**src/rtl/uart_word_bridge.sv**
```systemverilog
// Packs UART RX bytes into RAM words (capture) and streams RAM words
// back out through the UART TX core byte by byte (playback), LSB first.
module uart_word_bridge #(
    parameter int BYTE_W     = 8,
    parameter int WORD_BYTES = 4,
    parameter int ADDR_W     = 12,
    parameter int NUM_WORDS  = 768,
    localparam int WORD_W    = BYTE_W * WORD_BYTES
) (
    input  logic              CLOCK_50,
    input  logic              RESET,
    input  logic              CMD_RX,
    input  logic              CMD_TX,
    input  logic              CMD_STOP,
    input  logic [BYTE_W-1:0] RX_DATA,
    input  logic              RX_VALID,
    output logic [BYTE_W-1:0] TX_DATA,
    output logic              TX_START,
    input  logic              TX_BUSY,
    output logic [ADDR_W-1:0] WR_ADDR,
    output logic [WORD_W-1:0] WR_DATA,
    output logic              WR_EN,
    output logic [ADDR_W-1:0] RD_ADDR,
    output logic              RD_EN,
    input  logic [WORD_W-1:0] RD_Q,
    output logic              BUSY,
    output logic              DONE,
    output logic [ADDR_W:0]   WORD_CNT
);

    localparam int BI_W = (WORD_BYTES > 1) ? $clog2(WORD_BYTES) : 1;
    localparam logic [BI_W-1:0] LP_LAST_BYTE = BI_W'(WORD_BYTES - 1);
    localparam logic [ADDR_W:0] LP_LAST_WORD = (ADDR_W + 1)'(NUM_WORDS - 1);

    typedef enum logic [2:0] {
        IDLE,
        RX_COLLECT,
        TX_FETCH,
        TX_WAITQ,
        TX_LOAD,
        TX_WAIT_HI,
        TX_WAIT_LO
    } state_t;

    state_t              r_state;
    state_t              w_next;
    logic [BI_W-1:0]     r_byte_idx;
    logic [ADDR_W:0]     r_word_cnt;
    logic [WORD_W-1:0]   r_shift;
    logic [1:0]          r_wait;
    logic [BYTE_W-1:0]   r_tx_data;
    logic                r_tx_start;
    logic [ADDR_W-1:0]   r_wr_addr;
    logic [WORD_W-1:0]   r_wr_data;
    logic                r_wr_en;
    logic [ADDR_W-1:0]   r_rd_addr;
    logic                r_rd_en;
    logic                r_done;

    logic                w_last_byte;
    logic                w_last_word;
    logic [WORD_W-1:0]   w_packed;
    logic [BYTE_W-1:0]   w_tx_lane;

    assign w_last_byte = (r_byte_idx == LP_LAST_BYTE);
    assign w_last_word = (r_word_cnt == LP_LAST_WORD);
    assign w_tx_lane   = r_shift[r_byte_idx * BYTE_W +: BYTE_W];

    // Shift register with the incoming byte merged into its lane
    always_comb begin
        w_packed = r_shift;
        w_packed[r_byte_idx * BYTE_W +: BYTE_W] = RX_DATA;
    end

    always_comb begin
        w_next = r_state;
        if (CMD_STOP) begin
            w_next = IDLE;
        end else begin
            case (r_state)
                IDLE: begin
                    if (CMD_RX)      w_next = RX_COLLECT;
                    else if (CMD_TX) w_next = TX_FETCH;
                end
                RX_COLLECT: begin
                    if (RX_VALID && w_last_byte && w_last_word)
                        w_next = IDLE;
                end
                TX_FETCH: w_next = TX_WAITQ;
                TX_WAITQ: begin
                    if (r_wait == 2'd2) w_next = TX_LOAD;
                end
                TX_LOAD: begin
                    if (!TX_BUSY) w_next = TX_WAIT_HI;
                end
                TX_WAIT_HI: begin
                    if (TX_BUSY) w_next = TX_WAIT_LO;
                end
                TX_WAIT_LO: begin
                    if (!TX_BUSY) begin
                        if (!w_last_byte)     w_next = TX_LOAD;
                        else if (w_last_word) w_next = IDLE;
                        else                  w_next = TX_FETCH;
                    end
                end
                default: w_next = IDLE;
            endcase
        end
    end

    always_ff @(posedge CLOCK_50 or posedge RESET) begin
        if (RESET) begin
            r_state    <= IDLE;
            r_byte_idx <= '0;
            r_word_cnt <= '0;
            r_shift    <= '0;
            r_wait     <= '0;
            r_tx_data  <= '0;
            r_tx_start <= 1'b0;
            r_wr_addr  <= '0;
            r_wr_data  <= '0;
            r_wr_en    <= 1'b0;
            r_rd_addr  <= '0;
            r_rd_en    <= 1'b0;
            r_done     <= 1'b0;
        end else begin
            r_state    <= w_next;
            r_tx_start <= 1'b0;
            r_wr_en    <= 1'b0;
            r_rd_en    <= 1'b0;
            r_done     <= 1'b0;
            if (CMD_STOP) begin
                r_byte_idx <= '0;
            end else begin
                case (r_state)
                    IDLE: begin
                        if (CMD_RX || CMD_TX) begin
                            r_word_cnt <= '0;
                            r_byte_idx <= '0;
                            r_shift    <= '0;
                        end
                    end
                    RX_COLLECT: begin
                        if (RX_VALID) begin
                            if (w_last_byte) begin
                                r_wr_en    <= 1'b1;
                                r_wr_addr  <= r_word_cnt[ADDR_W-1:0];
                                r_wr_data  <= w_packed;
                                r_word_cnt <= r_word_cnt + (ADDR_W + 1)'(1);
                                r_byte_idx <= '0;
                                r_shift    <= '0;
                                r_done     <= w_last_word;
                            end else begin
                                r_shift    <= w_packed;
                                r_byte_idx <= r_byte_idx + BI_W'(1);
                            end
                        end
                    end
                    TX_FETCH: begin
                        r_rd_en   <= 1'b1;
                        r_rd_addr <= r_word_cnt[ADDR_W-1:0];
                        r_wait    <= '0;
                    end
                    // RAM registers address then data: q is usable two cycles on
                    TX_WAITQ: begin
                        if (r_wait == 2'd2) begin
                            r_shift    <= RD_Q;
                            r_byte_idx <= '0;
                        end else begin
                            r_wait <= r_wait + 2'd1;
                        end
                    end
                    TX_LOAD: begin
                        if (!TX_BUSY) begin
                            r_tx_data  <= w_tx_lane;
                            r_tx_start <= 1'b1;
                        end
                    end
                    TX_WAIT_LO: begin
                        if (!TX_BUSY) begin
                            if (!w_last_byte) begin
                                r_byte_idx <= r_byte_idx + BI_W'(1);
                            end else begin
                                r_word_cnt <= r_word_cnt + (ADDR_W + 1)'(1);
                                r_done     <= w_last_word;
                            end
                        end
                    end
                    default: ;
                endcase
            end
        end
    end

    assign TX_DATA  = r_tx_data;
    assign TX_START = r_tx_start;
    assign WR_ADDR  = r_wr_addr;
    assign WR_DATA  = r_wr_data;
    assign WR_EN    = r_wr_en;
    assign RD_ADDR  = r_rd_addr;
    assign RD_EN    = r_rd_en;
    assign DONE     = r_done;
    assign WORD_CNT = r_word_cnt;
    assign BUSY     = (r_state != IDLE);

endmodule

```
**config.mk**
```make
export PLATFORM = sky130hd
export DESIGN_NAME = uart_word_bridge
export DESIGN_NICKNAME = d
export VERILOG_FILES = /design/src/rtl/uart_word_bridge.sv
export SDC_FILE = /design/constraint.sdc
export NUM_CORES = 1
export LEC_CHECK = 0
export ABC_AREA = 1
export BUFFER_PORTS_ARGS = -buffer_cell sky130_fd_sc_hd__buf_2
export CELL_PAD_IN_SITES_DETAIL_PLACEMENT = 1
export CELL_PAD_IN_SITES_GLOBAL_PLACEMENT = 1
export CORE_MARGIN = 8
export CORE_UTILIZATION = 40
export DETAILED_ROUTE_END_ITERATION = 7
export GPL_ROUTABILITY_DRIVEN = 0
export PLACE_DENSITY_LB_ADDON = 0.1
export SLEW_MARGIN = 5
export SYNTH_ARGS = -nofsm -noshare
export SYNTH_HDL_FRONTEND = slang
export SYNTH_SLANG_ARGS = --single-unit
```
**constraint.sdc**
```tcl
create_clock -name CLOCK_50 -period 9.6 [get_ports CLOCK_50]
set_clock_uncertainty 0.05 [all_clocks]
set_input_delay 1.92 -clock CLOCK_50 [delete_from_list [all_inputs] [get_ports CLOCK_50]]
set_output_delay 1.92 -clock CLOCK_50 [all_outputs]
set_load 0.05 [all_outputs]
```
== Word level (Yosys, flattened, before mapping) ==
Index checks and enable logic that the tools add are counted.
Operators by class
  add/subtract/negate cells: 4
  equality and inequality tests: 23
  shifts and indexed selects: 3
  muxes and demuxes: 46
  bitwise logic cells: 2
  reductions and logical operators: 17
Operators with widths (count)
  $mux W32: 4
  $pmux W32 S3: 1
  $mux W13: 4
  $pmux W13 S3: 1
  $neg A5 Y34: 1
  $shift A8 B34 Y32 const A: 1
  $shiftx A8 B34 Y32: 1
  $bwmux W32: 1
  $shiftx A32 B6 Y8: 1
  $mux W3: 9
  $ne A3 B3 Y1 const B: 8
  $pmux W3 S7: 1
  $mux W2: 9
  $add A13 B1 Y13 const B: 1
  $eq A13 B10 Y1 const B: 1
  $mux W1: 13
  $reduce_and A6 Y1: 2
  $ne A2 B2 Y1 const B: 5
  $reduce_and A5 Y1: 2
  $eq A3 B3 Y1 const B: 3
  $reduce_bool A3 Y1: 3
  $pmux W2 S4: 1
  $eq A3 B2 Y1 const B: 2
  $reduce_and A3 Y1: 2
  other kinds (14): 18
Word-level totals
  flip-flop bits (word level): 120
  output and inout bits: 82

== Longest topological paths before layout ==
Gate-level depths: netlist (run 1).
  depth after elaboration: 6
  depth in mapped cells: 13
  gate-level depth less buffers: 11

== Worst setup path before layout (run 1) ==
OpenSTA, ideal clock, no wires.
  path kind: input port to flip-flop
  from: in CMD_STOP
  to: reg r_tx_data[0], in the netlist TX_DATA[0]
  arrival time: 2902 ps
  data required time: 9431 ps
  slack: 6528 ps
  cell stages on the path: 7
  path buffers: 2
  path through: buf_2 clkinv_1 nand2_1 nor2_2 buf_4 nand3_1 o21a_1
On the way
  longest elaborated chain between the ends: 2
RTL lines
  start, declared: line 14  | input logic CMD_STOP,
  $not A1 Y1 (no line)
  $reduce_and A3 Y1 (no line)
  end signal, assigned: line 175  | r_tx_data <= w_tx_lane;
  end, declared: line 51  | logic [BYTE_W-1:0] r_tx_data;
No other way between the ends.
A chain may end at the register's enable or synchronous reset.

== Worst setup path after layout (run 1) ==
  from: reg r_byte_idx[0]
  to: reg r_shift[17]
On the way
  longest elaborated chain between the ends: 6
  elaborated cells on any way between the ends: 8
  classes of those cells: 1 x add/sub; 1 x eq/ne; 2 x shift; 4 x mux
RTL lines
  start, declared: line 47  | logic [BI_W-1:0] r_byte_idx;
  start signal, assigned: line 155  | r_byte_idx <= r_byte_idx + BI_W'(1);
  start signal, assigned: line 182  | r_byte_idx <= r_byte_idx + BI_W'(1);
  $neg A5 Y34: line 72  | w_packed[r_byte_idx * BYTE_W +: BYTE_W] = RX_DATA;
  $shiftx A8 B34 Y32 or $shift A8 B34 Y32 (tied branches): line 72
  $bwmux W32: line 72
  $mux W32 (*): line 145  | if (w_last_byte) begin
  $mux W32 (*): line 144  | if (RX_VALID) begin
  $pmux W32 S3 (*): line 135  | case (r_state)
  end signal, assigned: line 154  | r_shift <= w_packed;
  end, declared: line 49  | logic [WORD_W-1:0] r_shift;
Every way passes the cells marked *; elsewhere a longest branch is shown, timed or not. The select of a mux whose other input is x is not followed.

==> metrics.txt, run 1 <==
status=finished, final reports clean; top cell type's share of synthesized area=0.4845; Total Wirelength=slightly above 20000 um; GRT Total Usage=0.2152; PD cells=roughly 240 nW/um^2; maxcap violations=0; crit share post-route=0.3675; HP Class=reg -> reg; DP Cell Count=1129; grt ovf=0; Final Non-Filler Cells=1161; Critical Path End Type=register; worst-path fanout max=29; Slew HR=0.2758; clk sinks=120; Final min period=about 3500 ps; first-pass GRT wire length=roughly 34000 um; Die H=~140 um; Clock transition at path regs=about 60 ps; PostCTS Resize Cnt=0; Netlist cell types=29; Final Hold Viols=0; io pins=approximately 130; row count=between 40 and 50; top cells by count, synth=nand2_1 (372), dfrtp_1 (120), o21ai_0 (69); Initial Util=0.4077; worst slew pin tran=approximately 1100 ps; Root Buffer Master=clkbuf_16; Post-Syn Area=approximately 6200 sq um; Req. time, crit path=9910 ps; asr flop ratio synth=1.000; total power=~1.8 mW; Initial DRT Pass Iterations=4; initial antenna violation count=0; total number of H-tree levels=4; worst-case clock buffer depth=2; Post-Syn Nets=around 900; clk_lat worst skew=420 ps; worst slack, placed=approximately 5700 ps; largest net degree at the start of global routing=66; Core Region=about 15000 sq um; fin nets=1015; leading area contributor after synthesis=dfrtp_1; CP Launch Type=register; Routed Antenna Nets=0; Setup TNS=0 ps; synth warn=0; most common cell in the netlist=nand2_1; Final WS setup=between 6000 and 7000 ps; maximum clock rate=around 0.28 GHz; DP HPWL=15010 um; r2r setup slk=between 6000 and 7000 ps; DR vias/cell=around 5.2; number of buffers created by CTS=17; Post-synth EDFFs=0; CTS tree=built; ant diodes=0; Synth area leaders=dfrtp_1 (48%), nand2_1 (23%), o21ai_0 (5.6%); Buffers on Ports=roughly 130; Synth Register Bits=120; critical setup path kind=reg -> reg; Post-CTS Hold Fix Bufs=0; CP Data Arrival Time=about 3800 ps; DIE WIDTH=about 140 um; vias in the first global route=6491; RSZ-0062 raised after global routing=false; share of cells above drive strength 1=0.1778; maximum vdd drop=0.1446 mV; Die Area=a little under 20000 sq um; Synth Area per Inst=7.327 sq um; # DRC=0; Setup Fix Bufs, Post-CTS=0; Area Overhead vs Synth=20.83%; Initial DRC Count=349; max-slew violations=0; via count=between 6000 and 7000; # setup viols final=0; post-synthesis cell count=~850; Seq/Total Area, Yosys=0.4845; WL/cell=approximately 18 um; Pleak=around 4.0 nW; predominant post-synthesis flop cell=dfrtp_1
## worst paths after layout
| path | start | to | cells past startpoint |
|---|---|---|---|
| max | r_byte_idx[0]$_DFFE_PP0P_ | r_shift[17]$_DFFE_PP0P_ | 10 |
| min | WR_DATA[5]$_DFFE_PP0P_ | WR_DATA[5]$_DFFE_PP0P_ | 2 |
| max reg2reg | r_byte_idx[0]$_DFFE_PP0P_ | r_shift[17]$_DFFE_PP0P_ | 10 |
| min reg2reg | WR_DATA[5]$_DFFE_PP0P_ | WR_DATA[5]$_DFFE_PP0P_ | 2 |
| max in group asynchronous | RESET | r_shift[15]$_DFFE_PP0P_ | 3 |
| min in group asynchronous | RESET | WR_DATA[10]$_DFFE_PP0P_ | 2 |
## cells in the final DEF (no fill, tap or decap), drive strengths merged, types with 6 or more instances in the layout
cell    synthesis  routed
nor3            6       6
o21ai          82      82
buf            20     132
o21a            8       8
a21oi          21      21
nand3          45      45
clkinv          3      10
nor2           37      37
clkbuf         17      22
ha              8       8
inv            69      69
o22ai          24      24
dfrtp         120     120
nand4           8       8
nand2         373     373
## per-layer routing
| metal | wire [um] | track usage | share of wire |
|---|---|---|---|
| met3 | 1146 | 0.05199 | 0.055 |
| met4 | 397 | 0.07579 | 0.019 |
| met5 | 0 | 0 | 0 |
| met2 | 10430 | 0.3723 | 0.50 |
| met1 | 8784 | 0.2560 | 0.42 |
## flip-flops by register name, indices dropped and copies added, names as in the netlist
| name | flops |
|---|---|
| WR_DATA | 32 |
| r_shift | 32 |
| WORD_CNT | 13 |
| RD_ADDR | 12 |
| WR_ADDR | 12 |
| TX_DATA | 8 |
| r_state | 3 |
| r_byte_idx | 2 |
| r_wait | 2 |
| DONE | 1 |
| RD_EN | 1 |
| TX_START | 1 |
| WR_EN | 1 |
## worst max-delay path: stages, from the launching register on
cell and delay (ps):
dfrtp_1 950, inv_1 610, ha_1 520, inv_1 90
nor2_1 170, nand3_1 280, o22ai_1 460, nand2_1 110
nand2_1 80, nand2_1 50, nand2_1 70
## where the power goes
group	switching [mW]	total [mW]	leakage (nW)	internal, mW
Clock	0.225	0.610	0.277	0.385
Sequential	0.0659	0.649	1.66	0.583
Combinational	0.418	0.550	2.04	0.132
Total	0.709	1.81	3.98	1.10
## through the flow
| step | util | cell area [sq um] | hold slack, ps |
|---|---|---|---|
| 2_1_floorplan | - | 6198 | 398.8 |
| 3_3_place_gp | 0.4560 | 6933 | 409.2 |
| 3_5_place_dp | 0.4560 | 6933 | 410.6 |
| 4_1_cts | 0.4927 | 7490 | 426.2 |
| 5_1_grt | 0.4927 | 7490 | 438.7 |
| 6_report | 0.4927 | 7490 | 420.2 |
## final cells by class
| type | count | area (sq um) |
|---|---|---|
| multi-input combinational | 617 | 2751 |
| tap | 188 | 235.2 |
| sequential | 120 | 3003 |
| clock buffer | 22 | 454.2 |
| clock inverter | 10 | 102.6 |
| timing repair buffer | 132 | 670.6 |
| fill | 1988 | 7712 |
| inverter | 72 | 272.8 |
## cells by family (layout without fill, tap and decap cells)
| family | after synthesis | in the layout | synth area share |
|---|---|---|---|
| xor+xnor | 2 | 2 | 0.002827 |
| compound gates | 137 | 137 | 0.1195 |
| buf+inv | 109 | 236 | 0.07246 |
| fa+ha+maj | 8 | 8 | 0.01615 |
| flops | 120 | 120 | 0.4845 |
| simple gates | 470 | 470 | 0.3046 |
Power figures use the tool's default switching activity.
==> run 2, diff against run 1 <==
- ABC_AREA: 1 -> 0
- CORE_UTILIZATION: 40 -> 37
- clock period: 9.6 -> 3 ns (I/O delays scaled with it)
==> run 2 against run 1 <==
Power rose to 2.6 times the previous value. Clock-buffer cell count fell by 5. Combinational power rose by 65%. Cell area fell by 3.1%. Synthesized area fell by 6.5%. Global-route usage fell by 2.1 points. Via count fell by 16%. First-iteration DRC count fell by 33%. Hold slack got worse by 92 ps. Register-to-register slack got worse by 5700 ps. Sequential cell count did not move. Critical path type unchanged. Largest power group is now the clock network. Highest routed layer unchanged.
==> metrics.txt, run 2 <==
synth warn=0; Area Overhead vs Synth=25.26%; GRT Total Usage=0.1942; crit-path max cell delay=approximately 580 ps; largest net degree at the start of global routing=around 120; Synth Area in XOR/XNOR=0; Initial DRT Pass Iterations=5; share of cells above drive strength 1=0.2667; critical setup path kind=reg -> reg; commonest non-fill, non-tap cell in the layout=nand2_1; row count=45; most frequent cells in the layout=nand2_1 (130), buf_2 (128), dfrtp_1 (120), o21ai_0 (61), a21oi_1 (41); Initial Util=0.3797; Netlist cell types=slightly below 50; ant diodes=0; CP Data Arrival Time=around 2900 ps; via count=5077; Int Power=3.199 mW; vias in the first global route=approximately 5400; PostCTS Resize Cnt=0; # DRC=0; Synth Area in Adders=0.01727; Post-Syn Area=just under 6000 sq um; maximum clock rate=between 0.3 and 0.4 GHz; Total Wirelength=~19000 um; Critical Path End Type=register; DIE WIDTH=approximately 140 um; post-synthesis mux area share=0.05226; clk sinks=120; status=finished, final reports clean; number of buffers created by CTS=17; Post-CTS Hold Fix Bufs=0; Synth Register Bits=between 100 and 150; worst slew pin tran=between 1000 and 1500 ps; cell area after placement=between 6000 and 7000 sq um; Core Region=between 15000 and 20000 sq um; Final Hold Viols=0; Setup TNS=0 ps; total number of H-tree levels=4; Buffers on Ports=between 100 and 150; maxcap violations=0; switching pwr=between 1.5 and 2 mW; maximum vdd drop=about 0.42 mV; crit share post-route=0.8659; Root Buffer Master=clkbuf_16; Setup Fix Bufs, Post-CTS=0; first-pass GRT wire length=between 30000 and 40000 um; DR vias/cell=between 5 and 6; Slew HR=0.2813; Sequential Power Share=0.373; Die Area=between 15000 and 20000 sq um; Initial DRC Count=roughly 240; HP Class=in -> async; Die H=141.1 um; most common cell in the netlist=nand2_1; Critical Path, Cell by Cell=or3_1 > o211a_1 > or4b_4 > or2_4 > o41ai_1; Req. time, crit path=3260 ps; WL/cell=between 15 and 20 um; cell family with most CP delay=simple AND/OR/NAND/NOR gates; largest family of logic cells by synthesized area=simple AND/OR/NAND/NOR gates; Synth Area in Compound Gates=0.1771; fin nets=a little under 800; post-route cell area=just over 7000 sq um; CTS tree=built; Post-synth EDFFs=0; DP HPWL=~13000 um; top cell type's share of synthesized area=0.5182; Clock transition at path regs=approximately 60 ps; total power=4.723 mW; # setup viols final=0; io pins=around 130; Worst Hold Margin=around 330 ps; initial antenna violation count=0; clk_lat worst skew=420 ps; clock share of power=0.435; Seq/Total Area, Yosys=0.5182; Pleak=3.620 nW; CP Launch Type=register; Comb pwr share=0.192; max-slew violations=0; asr flop ratio synth=1.000; worst path bufs/invs=0; top cells by count, synth=nand2_1 (130), dfrtp_1 (120), o21ai_0 (61); Synth Area per Inst=9.593 sq um; PD cells=~650 nW/um^2; predominant post-synthesis flop cell=dfrtp_1; Net Sw Frac=0.3228; grt ovf=0; Post-Syn Nets=between 600 and 700; Routed Antenna Nets=0; CP max-delay cell=or4b_4; Final Core Density=0.4757; worst-path fanout max=15; post-synthesis cell count=a little over 600; Synth area leaders=dfrtp_1 (52%), nand2_1 (8.4%), o21ai_0 (5.3%); Final min period=around 2600 ps; worst-case clock buffer depth=2; RSZ-0062 raised after global routing=false; post-synthesis simple-gate area fraction=0.2015; leading area contributor after synthesis=dfrtp_1
[run 2: cell types whose count changed after synthesis, sizes merged, moves of 10 or more]
cell / delta
nand2: -243
inv: -61
nand3: -40
nor2b: +38
a221o: +24
o22ai: -23
o21ai: -21
a21oi: +20
clkbuf: +16
buf: -13
mux2: +10
[run 2: cell families (layout without fill, tap and decap cells)]
| group | Yosys count | after routing |
|---|---|---|
| AND/OR/NAND/NOR | 249 | 249 |
| AO/OA/AOI/OAI | 160 | 160 |
| flip-flops | 120 | 120 |
| buffers and inverters | 48 | 179 |
| multiplexers | 19 | 19 |
| adder cells (fa/ha/maj) | 8 | 8 |
[run 2: final timing paths]
check	from	endpoint	slack, ps	depth (start not counted)
setup reg to reg	r_state[1]$_DFFE_PP0P_	WORD_CNT[9]$_DFFE_PP0P_	400	5
max in group asynchronous	RESET	r_wait[1]$_DFFE_PP0P_	2110	3
hold reg to reg	WR_DATA[12]$_DFFE_PP0P_	WR_DATA[12]$_DFFE_PP0P_	420	2
setup / recovery	r_state[1]$_DFFE_PP0P_	WORD_CNT[9]$_DFFE_PP0P_	400	5
hold / removal	RESET	WR_DATA[28]$_DFFE_PP0P_	330	3
min in group CLOCK_50	RD_Q[28]	r_shift[28]$_DFFE_PP0P_	370	2
[run 2: per-layer routing]
layer / track usage / vias up / wire [um]
li1: - / 2362 / -
met1: 0.2347 / 2557 / 8208
met2: 0.3266 / 138 / 9282
met3: 0.05300 / 20 / 1017
met4: 0.06900 / 0 / 311
met5: 0 / - / 0
[run 2: worst register-to-register path: cells and delay by family (launching register included)]
family           cells  cell delay, ps
AO/OA/AOI/OAI        2             520
flip-flops           1             530
AND/OR/NAND/NOR      3            1390
[run 2: cell type report]
cell class / instances / area, sq um
inverters: 8 / 33.78
clock inverters: 15 / 170.2
flip-flops and latches: 120 / 3003
clock buffers: 17 / 425.4
repair buffers: 139 / 748.2
multi-input cells: 436 / 2614
well taps: 211 / 264.0
fillers: 1760 / 8000
[run 2: power by group through the flow]
| stage | Clock (mW) | Sequential, mW | Combinational (mW) |
|---|---|---|---|
| final | 2.05 | 1.76 | 0.908 |
| after global routing | 2.16 | 1.77 | 0.997 |
| after CTS | 2.09 | 1.76 | 0.921 |
| after detailed placement | 0 | 1.79 | 0.916 |
| after global placement | 0 | 1.78 | 0.889 |
| after floorplan | 0 | 1.91 | 0.505 |
[run 2: through the flow]
stage | std cells | setup WS, ps
after floorplan | 604 | 463.2
after CTS | 946 | 406.4
final | 946 | 402.3
after detailed placement | 914 | 253.0
after global placement | 914 | 328.8
after global routing | 946 | 292.8
==> run 3, diff against run 2 <==
- BUFFER_PORTS_ARGS: -buffer_cell sky130_fd_sc_hd__buf_2 -> default
- CORE_UTILIZATION: 37 -> 40
- DONT_BUFFER_PORTS: default -> 1
==> run 3 against run 2 <==
Sequential cell count unchanged. Cell area down 7.4%. Largest power group unchanged. Sequential power up 6%. Highest routed layer unchanged. Maximum frequency down 2.3%. Clock power up 7%. Sequential share of layout area up 3.3 points. Die area down 6.7%.
==> metrics.txt, run 3 (same netlist as run 2, synthesis figures left out) <==
status=finished, final reports clean; Layout fillers=between 1500 and 2000; initial antenna violation count=0; max-slew violations=0; ant diodes=0; worst-case clock buffer depth=2; maximum vdd drop=between 0.3 and 0.4 mV; first-pass GRT wire length=just under 30000 um; Initial DRC Count=approximately 250; HP Class=in -> async; critical setup path kind=reg -> reg; Final min period=between 2000 and 3000 ps; Area Overhead vs Synth=16.00%; fin nets=665; RR Startpoint=r_state[1]$_DFFE_PP0P_; PD cells=712.7 nW/um^2; GRT Total Usage=0.2077; row count=44; Root Buffer Master=clkbuf_16; Die Area=between 15000 and 20000 sq um; worst slew pin tran=1178 ps; DR vias/cell=between 5 and 6; CTS tree=built; via count=between 4000 and 5000; Initial Util=0.4033; Buffers on Ports=0; vias in the first global route=4949; CP Launch Type=register; Core Region=between 10000 and 15000 sq um; Final WS setup=roughly 340 ps; share of cells above drive strength 1=0.1268; CP Data Arrival Time=between 2000 and 3000 ps; maximum clock rate=0.3760 GHz; worst slack, placed=roughly 360 ps; r2r setup slk=~340 ps; Initial DRT Pass Iterations=5; Total Wirelength=around 19000 um; Post-CTS Hold Fix Bufs=0; Critical Path End Type=register; maxcap violations=0; largest net degree at the start of global routing=slightly below 80; number of buffers created by CTS=17; DIE WIDTH=~140 um; total number of H-tree levels=4; commonest non-fill, non-tap cell in the layout=nand2_1; most frequent cells in the layout=nand2_1 (130), dfrtp_1 (120), o21ai_0 (61), a21oi_1 (41), nor2_1 (39); crit share post-route=0.8866; DP HPWL=around 13000 um; FF-to-FF path depth=5; # DRC=0; WL/cell=between 20 and 25 um; # setup viols final=0; Clock transition at path regs=~60 ps; RR Endpoint=WORD_CNT[5]$_DFFE_PP0P_; Req. time, crit path=around 3300 ps; Pleak=slightly above 3 nW; Setup Fix Bufs, Post-CTS=0; RSZ-0062 raised after global routing=false; clk_lat worst skew=about 420 ps; Setup TNS=0 ps; Die H=approximately 140 um; io pins=129; clk sinks=120; worst-path fanout max=21; Final Hold Viols=0; Routed Antenna Nets=0; PostCTS Resize Cnt=0; Slew HR=0.2144; grt ovf=0
[run 3: cell count changes in the layout (fill, tap and decap cells not counted), moves of 3 or more]
cell        change
buf_2         -128
buf_4          +16
clkinvlp_4      -3
clkbuf_1        +5
clkbuf_8        +3
clkinv_4        -7
[run 3: worst max-delay path by stage]
stage | from | endpoint | slack [ps] | cells past startpoint
detailed placement | r_state[1]$_DFFE_PP0P_ | WORD_CNT[9]$_DFFE_PP0P_ | 360 | 5
finish | r_state[1]$_DFFE_PP0P_ | WORD_CNT[5]$_DFFE_PP0P_ | 340 | 5
global placement | r_state[1]$_DFFE_PP0P_ | WORD_CNT[9]$_DFFE_PP0P_ | 430 | 5
floorplan | r_state[1]$_DFFE_PP0P_ | WORD_CNT[11]$_DFFE_PP0P_ | 460 | 7
CTS | r_state[1]$_DFFE_PP0P_ | WORD_CNT[9]$_DFFE_PP0P_ | 350 | 5
global route | r_state[1]$_DFFE_PP0P_ | WORD_CNT[5]$_DFFE_PP0P_ | 190 | 5
[run 3: per-stage QoR]
step | area [sq um] | power, mW | hold WS, ps | util | cells
6_report | 6721 | 4.790 | 87.43 | 0.4678 | 807
5_1_grt | 6721 | 4.991 | 121.9 | 0.4678 | 807
4_1_cts | 6721 | 4.849 | 87.51 | 0.4678 | 807
3_5_place_dp | 6097 | 2.637 | 434.0 | 0.4243 | 775
3_3_place_gp | 6097 | 2.603 | 426.7 | 0.4243 | 775
2_1_floorplan | 5798 | 2.411 | 408.0 | - | 604
[run 3: worst max-delay path: stages, from the launching register on]
cell and delay [ps]:
dfrtp_1 590, or3_1 470, o211a_1 140, or4b_4 590, or2_4 370, o41ai_1 350
[run 3: area by class of cell]
class                           count  area, sq um  area share
Sequential cell                   120         3003      0.4468
Multi-Input combinational cell    436         2603      0.3872
Clock buffer                       25        485.5     0.07223
Tap cell                          184        230.2     0.03425
Timing Repair Buffer               27        227.7     0.03388
Clock inverter                      7        138.9     0.02066
Inverter                            8        33.78    0.005026
[run 3: power by group]
part / switching (mW) / internal (mW) / leakage, nW / total [mW]
sequential: 0.188 / 1.69 / 1.67 / 1.87
clock: 0.730 / 1.46 / 0.306 / 2.19
combinational: 0.482 / 0.249 / 1.11 / 0.731
[run 3: per-layer routing]
metal / up-vias / part of all wire / global-route usage
met2: 126 / 0.51 / 0.3498
met4: 0 / 0.026 / 0.09091
met1: 2315 / 0.40 / 0.2355
li1: 2133 / - / -
met5: - / 0 / 0
met3: 37 / 0.069 / 0.06948
